## src/rtl/multiciclo_control.sv

```systemverilog
// Control FSM for a multi-cycle RV32I datapath: one instruction is stepped
// through fetch/decode/execute/memory/writeback using a req/ready memory handshake.
module multiciclo_control (
  input  logic       clk,
  input  logic       rst_n,
  input  logic [6:0] opcode,
  input  logic [2:0] funct3,
  input  logic [6:0] funct7,
  input  logic       br_taken,
  input  logic       mem_ready,
  output logic       mem_req,
  output logic       mem_we,
  output logic       iord,
  output logic       ir_wr,
  output logic       pc_wr,
  output logic       pc_src,
  output logic [1:0] alu_a_src,
  output logic [1:0] alu_b_src,
  output logic [3:0] alu_op,
  output logic [2:0] imm_src,
  output logic [4:0] br_op,
  output logic [2:0] dm_ctrl,
  output logic [1:0] result_src,
  output logic       ru_wr,
  output logic       illegal,
  output logic [3:0] state_dbg
);

  typedef enum logic [3:0] {
    FETCH    = 4'd0,  DECODE = 4'd1,  EXEC_R = 4'd2,  EXEC_I  = 4'd3,
    ALU_WB   = 4'd4,  MEM_ADDR = 4'd5, MEM_RD = 4'd6, MEM_WB  = 4'd7,
    MEM_WR   = 4'd8,  BRANCH = 4'd9,  JAL    = 4'd10, JALR    = 4'd11,
    LUI      = 4'd12, AUIPC  = 4'd13, ILLEGAL = 4'd14
  } state_t;

  localparam logic [6:0] OP_R     = 7'b0110011;
  localparam logic [6:0] OP_I     = 7'b0010011;
  localparam logic [6:0] OP_LOAD  = 7'b0000011;
  localparam logic [6:0] OP_STORE = 7'b0100011;
  localparam logic [6:0] OP_BR    = 7'b1100011;
  localparam logic [6:0] OP_JAL   = 7'b1101111;
  localparam logic [6:0] OP_JALR  = 7'b1100111;
  localparam logic [6:0] OP_LUI   = 7'b0110111;
  localparam logic [6:0] OP_AUIPC = 7'b0010111;

  state_t state, nextState;
  logic   illegalQ;
  logic   memReqRaw, memWeRaw, irWrRaw, pcWrRaw, ruWrRaw;

  // Only funct7[5] distinguishes RV32I operations.
  logic unusedFunct7;
  assign unusedFunct7 = ^{funct7[6], funct7[4:0]};

  always_comb begin
    nextState = state;
    case (state)
      FETCH:  if (mem_ready) nextState = DECODE;
      DECODE: begin
        case (opcode)
          OP_R:              nextState = EXEC_R;
          OP_I:              nextState = EXEC_I;
          OP_LOAD, OP_STORE: nextState = MEM_ADDR;
          OP_BR:             nextState = BRANCH;
          OP_JAL:            nextState = JAL;
          OP_JALR:           nextState = JALR;
          OP_LUI:            nextState = LUI;
          OP_AUIPC:          nextState = AUIPC;
          default:           nextState = ILLEGAL;
        endcase
      end
      EXEC_R, EXEC_I: nextState = ALU_WB;
      MEM_ADDR:       nextState = opcode[5] ? MEM_WR : MEM_RD;
      MEM_RD:         if (mem_ready) nextState = MEM_WB;
      MEM_WR:         if (mem_ready) nextState = FETCH;
      ILLEGAL:        nextState = ILLEGAL;
      default:        nextState = FETCH;
    endcase
  end

  // NOTE: every output gets a default before the case so no path infers a latch.
  always_comb begin
    memReqRaw  = 1'b0;
    memWeRaw   = 1'b0;
    irWrRaw    = 1'b0;
    pcWrRaw    = 1'b0;
    ruWrRaw    = 1'b0;
    iord       = 1'b0;
    pc_src     = 1'b0;
    alu_a_src  = 2'b00;
    alu_b_src  = 2'b00;
    alu_op     = 4'b0000;
    imm_src    = 3'b000;
    br_op      = 5'b00000;
    dm_ctrl    = 3'b000;
    result_src = 2'b00;
    case (state)
      FETCH: begin
        memReqRaw = 1'b1;
        if (mem_ready) begin
          irWrRaw   = 1'b1;
          pcWrRaw   = 1'b1;
          alu_b_src = 2'b10;
        end
      end
      DECODE: begin
        // ALUOut captures oldPC + B-immediate as a speculative branch target.
        alu_a_src = 2'b01;
        alu_b_src = 2'b01;
        imm_src   = 3'b101;
      end
      EXEC_R: begin
        alu_a_src = 2'b10;
        alu_op    = {funct7[5], funct3};
      end
      EXEC_I: begin
        // funct7[5] is immediate bits for everything but shift-right.
        alu_a_src = 2'b10;
        alu_b_src = 2'b01;
        alu_op    = {(funct3 == 3'b101) ? funct7[5] : 1'b0, funct3};
      end
      ALU_WB: ruWrRaw = 1'b1;
      MEM_ADDR: begin
        alu_a_src = 2'b10;
        alu_b_src = 2'b01;
        imm_src   = opcode[5] ? 3'b001 : 3'b000;
      end
      MEM_RD: begin
        memReqRaw = 1'b1;
        iord      = 1'b1;
        dm_ctrl   = funct3;
      end
      MEM_WB: begin
        ruWrRaw    = 1'b1;
        result_src = 2'b01;
        dm_ctrl    = funct3;
      end
      MEM_WR: begin
        memReqRaw = 1'b1;
        memWeRaw  = 1'b1;
        iord      = 1'b1;
        dm_ctrl   = funct3;
      end
      BRANCH: begin
        br_op = {2'b01, funct3};
        if (br_taken) begin
          pcWrRaw = 1'b1;
          pc_src  = 1'b1;
        end
      end
      JAL, JALR: begin
        // rd takes the already-incremented PC, i.e. oldPC + 4.
        alu_a_src  = (state == JALR) ? 2'b10 : 2'b01;
        alu_b_src  = 2'b01;
        imm_src    = (state == JALR) ? 3'b000 : 3'b110;
        pcWrRaw    = 1'b1;
        ruWrRaw    = 1'b1;
        result_src = 2'b11;
      end
      LUI: begin
        alu_b_src  = 2'b01;
        imm_src    = 3'b010;
        alu_op     = 4'b1111;
        result_src = 2'b10;
        ruWrRaw    = 1'b1;
      end
      AUIPC: begin
        alu_a_src  = 2'b01;
        alu_b_src  = 2'b01;
        imm_src    = 3'b010;
        result_src = 2'b10;
        ruWrRaw    = 1'b1;
      end
      default: ;
    endcase
  end

  // Strobes are masked by reset combinationally so a pending access aborts at once.
  assign mem_req   = memReqRaw & rst_n;
  assign mem_we    = memWeRaw  & rst_n;
  assign ir_wr     = irWrRaw   & rst_n;
  assign pc_wr     = pcWrRaw   & rst_n;
  assign ru_wr     = ruWrRaw   & rst_n;
  assign illegal   = illegalQ;
  assign state_dbg = state;

  // NOTE: sequential state uses non-blocking assignments so all registers update together.
  always_ff @(posedge clk) begin
    if (!rst_n) begin
      state    <= FETCH;
      illegalQ <= 1'b0;
    end else begin
      state <= nextState;
      if (nextState == ILLEGAL) illegalQ <= 1'b1;
    end
  end

endmodule

```

## config.mk

```make
export PLATFORM = sky130hd
export DESIGN_NAME = multiciclo_control
export DESIGN_NICKNAME = d
export VERILOG_FILES = /design/src/rtl/multiciclo_control.sv
export SDC_FILE = /design/constraint.sdc
export NUM_CORES = 1
export LEC_CHECK = 0
export BUFFER_PORTS_ARGS = -buffer_cell sky130_fd_sc_hd__buf_4
export CORE_ASPECT_RATIO = 1.75
export CORE_MARGIN = 5
export CORE_UTILIZATION = 30
export CTS_BUF_LIST = sky130_fd_sc_hd__clkbuf_16
export DETAILED_ROUTE_END_ITERATION = 8
export GPL_TIMING_DRIVEN = 0
export PLACE_DENSITY_LB_ADDON = 0.2
export SLEW_MARGIN = 10
export SYNTH_ARGS = -nofsm -noshare
export SYNTH_HDL_FRONTEND = slang
export SYNTH_SLANG_ARGS = --single-unit
```

## constraint.sdc

```tcl
create_clock -name clk -period 2 [get_ports clk]
set_input_delay 0.4 -clock clk [delete_from_list [all_inputs] [get_ports clk]]
set_output_delay 0.4 -clock clk [all_outputs]
set_load 0.005 [all_outputs]
```

==> metrics.md <==
| Metric | Value |
|---|---|
| Run status | `finished, final reports clean` |
| Top cells by count, synth | `16 x nor2_1, 13 x a21oi_1, 13 x nor2b_1` |
| IO Pins | `54` |
| Hold/Removal Path Class | `in2reg` |
| Ys async rst share | `0` |
| Final Max Slew Viols | `0` |
| Clock Pin Slew Worst Setup and Hold Paths | `0.04 ns` |
| DR iter-0 viols | `34` |
| CP Launch Type | `flop` |
| Yosys warns | `0` |
| Cts bufs inserted | `3` |
| Initial antenna violation count | `0` |
| RePlAce Congestion | `roughly 0.85` |
| Postcts setup bufs | `0` |
| Cell taking the most area after synthesis | `dfxtp_1` |
| Dpl cells | `~190` |
| Fin crit share | `0.945` |
| Setup TNS | `0 ns` |
| CP max stage cell | `dfxtp_1` |
| Pin count of the biggest net entering global routing | `11` |
| Fill count | `around 260` |
| Syn_nets | `roughly 130` |
| CP dominant cell by count | `nor2b_1` |
| CTS max path bufs | `2` |
| FF-to-FF End | `illegal` |
| First-pass GRT wire length | `between 4000 and 5000 microns` |
| Vias in the first global route | `between 900 and 1,000` |
| Post-synth top flop | `dfxtp_1` |
| Crit path time final | `between 1.5 and 2 ns` |
| Worst Path Arrival | `roughly 1.5 ns` |
| P_sw | `about 0.40 mW` |
| Worst R2R Setup Slack | `0.42 ns` |
| CP cell instances | `nor2b_1, o21a_1, a21oi_1, nor2b_1, buf_4` |
| CP max FO | `5` |
| # diodes | `0` |
| Layout cell share with drive strength beyond 1 | `0.405` |
| LEAKAGE | `approximately 0.62 nW` |
| Gate Count Post-Synth | `113` |
| Synth area leaders | `dfxtp_1 13%, nor2b_1 11%, a21oi_1 8.6%` |
| Hold endpoint | `illegal` |
| Via density per instance | `between 5 and 6` |
| Most common cell in the netlist | `nor2_1` |
| Die area | `approximately 3700 sq um` |
| Layout area overhead | `63.8%` |
| Die Wd | `48.0 microns` |
| Final nets | `about 190` |
| Tot Pwr | `1.08 mW` |
| PortBufs | `46` |
| Unrepaired setup endpoints after global routing | `yes` |
| Hpwl dp | `between 2000 and 2500 microns` |
| Smallest setup slack after layout | `between 0.1 and 0.15 ns` |
| Synth Register Bits | `5` |
| CTS H-tree lvls | `1` |
| Final Cell Area | `roughly 1200 sq um` |
| Total track usage | `0.146` |
| Post-Route WL | `approximately 2700 microns` |
| Clock power share | `0.304` |
| Skew final | `0.00472 ns` |
| Clock Latency Late Sink | `roughly 0.23 ns` |
| Yosys top cell area share | `0.132` |
| Syn_area_per_cell | `between 6 and 7 sq um` |
| Gate power share | `0.553` |
| CP peak stage delay | `0.41 ns` |
| Std-Cell Core Area | `2460 sq um` |
| CP required | `approximately 1.6 ns` |
| Placed cell area | `1130 sq um` |
| Critical Path Sink Type | `output port` |
| Max Cap Viol | `0` |
| Initial core utilization | `0.307` |
| RR Startpoint | `state_dbg[0]` |
| Mapped Area | `757 sq um` |
| EDFF count, synth | `0` |
| Maximum VDD drop | `approximately 0.86 mV` |
| Net Sw Frac | `0.375` |
| Final setup viols | `0` |
| DRC Markers | `0` |
| Antenna-violating nets left | `0` |
| Non-Filler Instances | `about 190` |
| Overflow left after global routing | `0` |
| Fin util | `0.504` |
| Die height | `roughly 76 microns` |
| DRT Pass-1 Iters | `4` |
| Pwr/cell area | `870 nW/um^2` |
| Fin. Hold Viols | `0` |
| Vias | `about 1,000` |
| Pre-CTS WS | `0.0956 ns` |
| R2R depth | `5` |
| Count of cell types in the netlist | `39` |
| Min-delay src | `rst_n` |
| Cell row count | `24` |
| Sink Count | `5` |
| Hold Path Cell Cnt | `3` |
| CTS tree | `done` |
| Sequential fraction of the synthesis area | `0.132` |
| Fmax | `~530 MHz` |
| Pint | `roughly 0.68 mW` |
| Clk root buf | `clkbuf_16` |
| Critical path class | `reg2out` |
| Hold_ws | `about 0.47 ns` |
| Share of power burned in registers | `0.143` |
| Per-cell routed wire length | `about 14 microns` |
-- power by group through the flow --
stage	registers (mW)	logic, mW	clock network, mW
final	0.154	0.596	0.328
after detailed placement	0.153	0.576	0
after global routing	0.159	0.659	0.338
after floorplan	0.148	0.331	0
after global placement	0.151	0.574	0
after CTS	0.153	0.589	0.330
-- sequential cells by signal, summed over array words and instances (netlist names) --
name       flops
state_dbg      4
illegal        1
-- critical path, delay by kind of cell, from the launching register on --
kind                   cells  cell delay (ns)
AO/OA/AOI/OAI              2             0.26
buffers and inverters      1             0.11
flip-flops                 1             0.41
AND/OR/NAND/NOR            2             0.49
-- placed cells by master (no fill, tap or decap), drive strengths merged, types with 2 or more instances in the layout --
cell type and n:
and2 3, clkbuf 6, and2b 3, o31ai 2
dfxtp 5, nor2b 14, nor3b 3, inv 3
a21oi 13, a21o 4, nand2 8, nor2 16
buf 49, and3 7, nor3 2, or2 2
o21ai 6
-- cell type report --
| type | count | area [sq um] | share of cell area |
|---|---|---|---|
| buffer | 6 | 46.3 | 0.0373 |
| clock buffer | 3 | 75.1 | 0.0605 |
| clock inverter | 1 | 3.75 | 0.00303 |
| inverter | 2 | 7.51 | 0.00605 |
| multi-input combinational | 100 | 627 | 0.506 |
| sequential | 5 | 103 | 0.0827 |
| tap | 26 | 32.5 | 0.0262 |
| timing repair buffer | 46 | 345 | 0.279 |
-- worst max path at each step --
| stage | startpoint | endpoint | slack, ns |
|---|---|---|---|
| floorplan | state_dbg[2] | alu_op[3] | 0.45 |
| global placement | state_dbg[3] | dm_ctrl[0] | 0.14 |
| detailed placement | state_dbg[3] | dm_ctrl[1] | 0.1 |
| CTS | state_dbg[1] | alu_op[3] | 0.03 |
| global route | state_dbg[2] | ru_wr | -0.007 |
| finish | state_dbg[2] | ru_wr | 0.11 |
-- timing repair --
action | in CTS | in global routing
cloned | 0 | 0
setup endpoints to repair | 16 | 11
gates resized for setup | 6 | 7
hold buffers | 0 | 0
endpoints found under the hold margin | 0 | 0
-- metal layers --
metal,vias to the layer above,routed length [microns],global-route usage,share of wire
li1,506,-,-,-
met1,452,948,0.171,0.35
met2,52,1390,0.245,0.52
met3,9,250,0.0165,0.093
met4,0,85,0.0674,0.032
met5,-,0,0,0
-- cell families after synthesis --
kind of cell	Yosys count	share of synthesized area
AO/OA/AOI/OAI	37	0.326
buffers and inverters	8	0.0529
flip-flops	5	0.132
other	1	0.00495
AND/OR/NAND/NOR	62	0.484
Power figures use the tool's default switching activity.
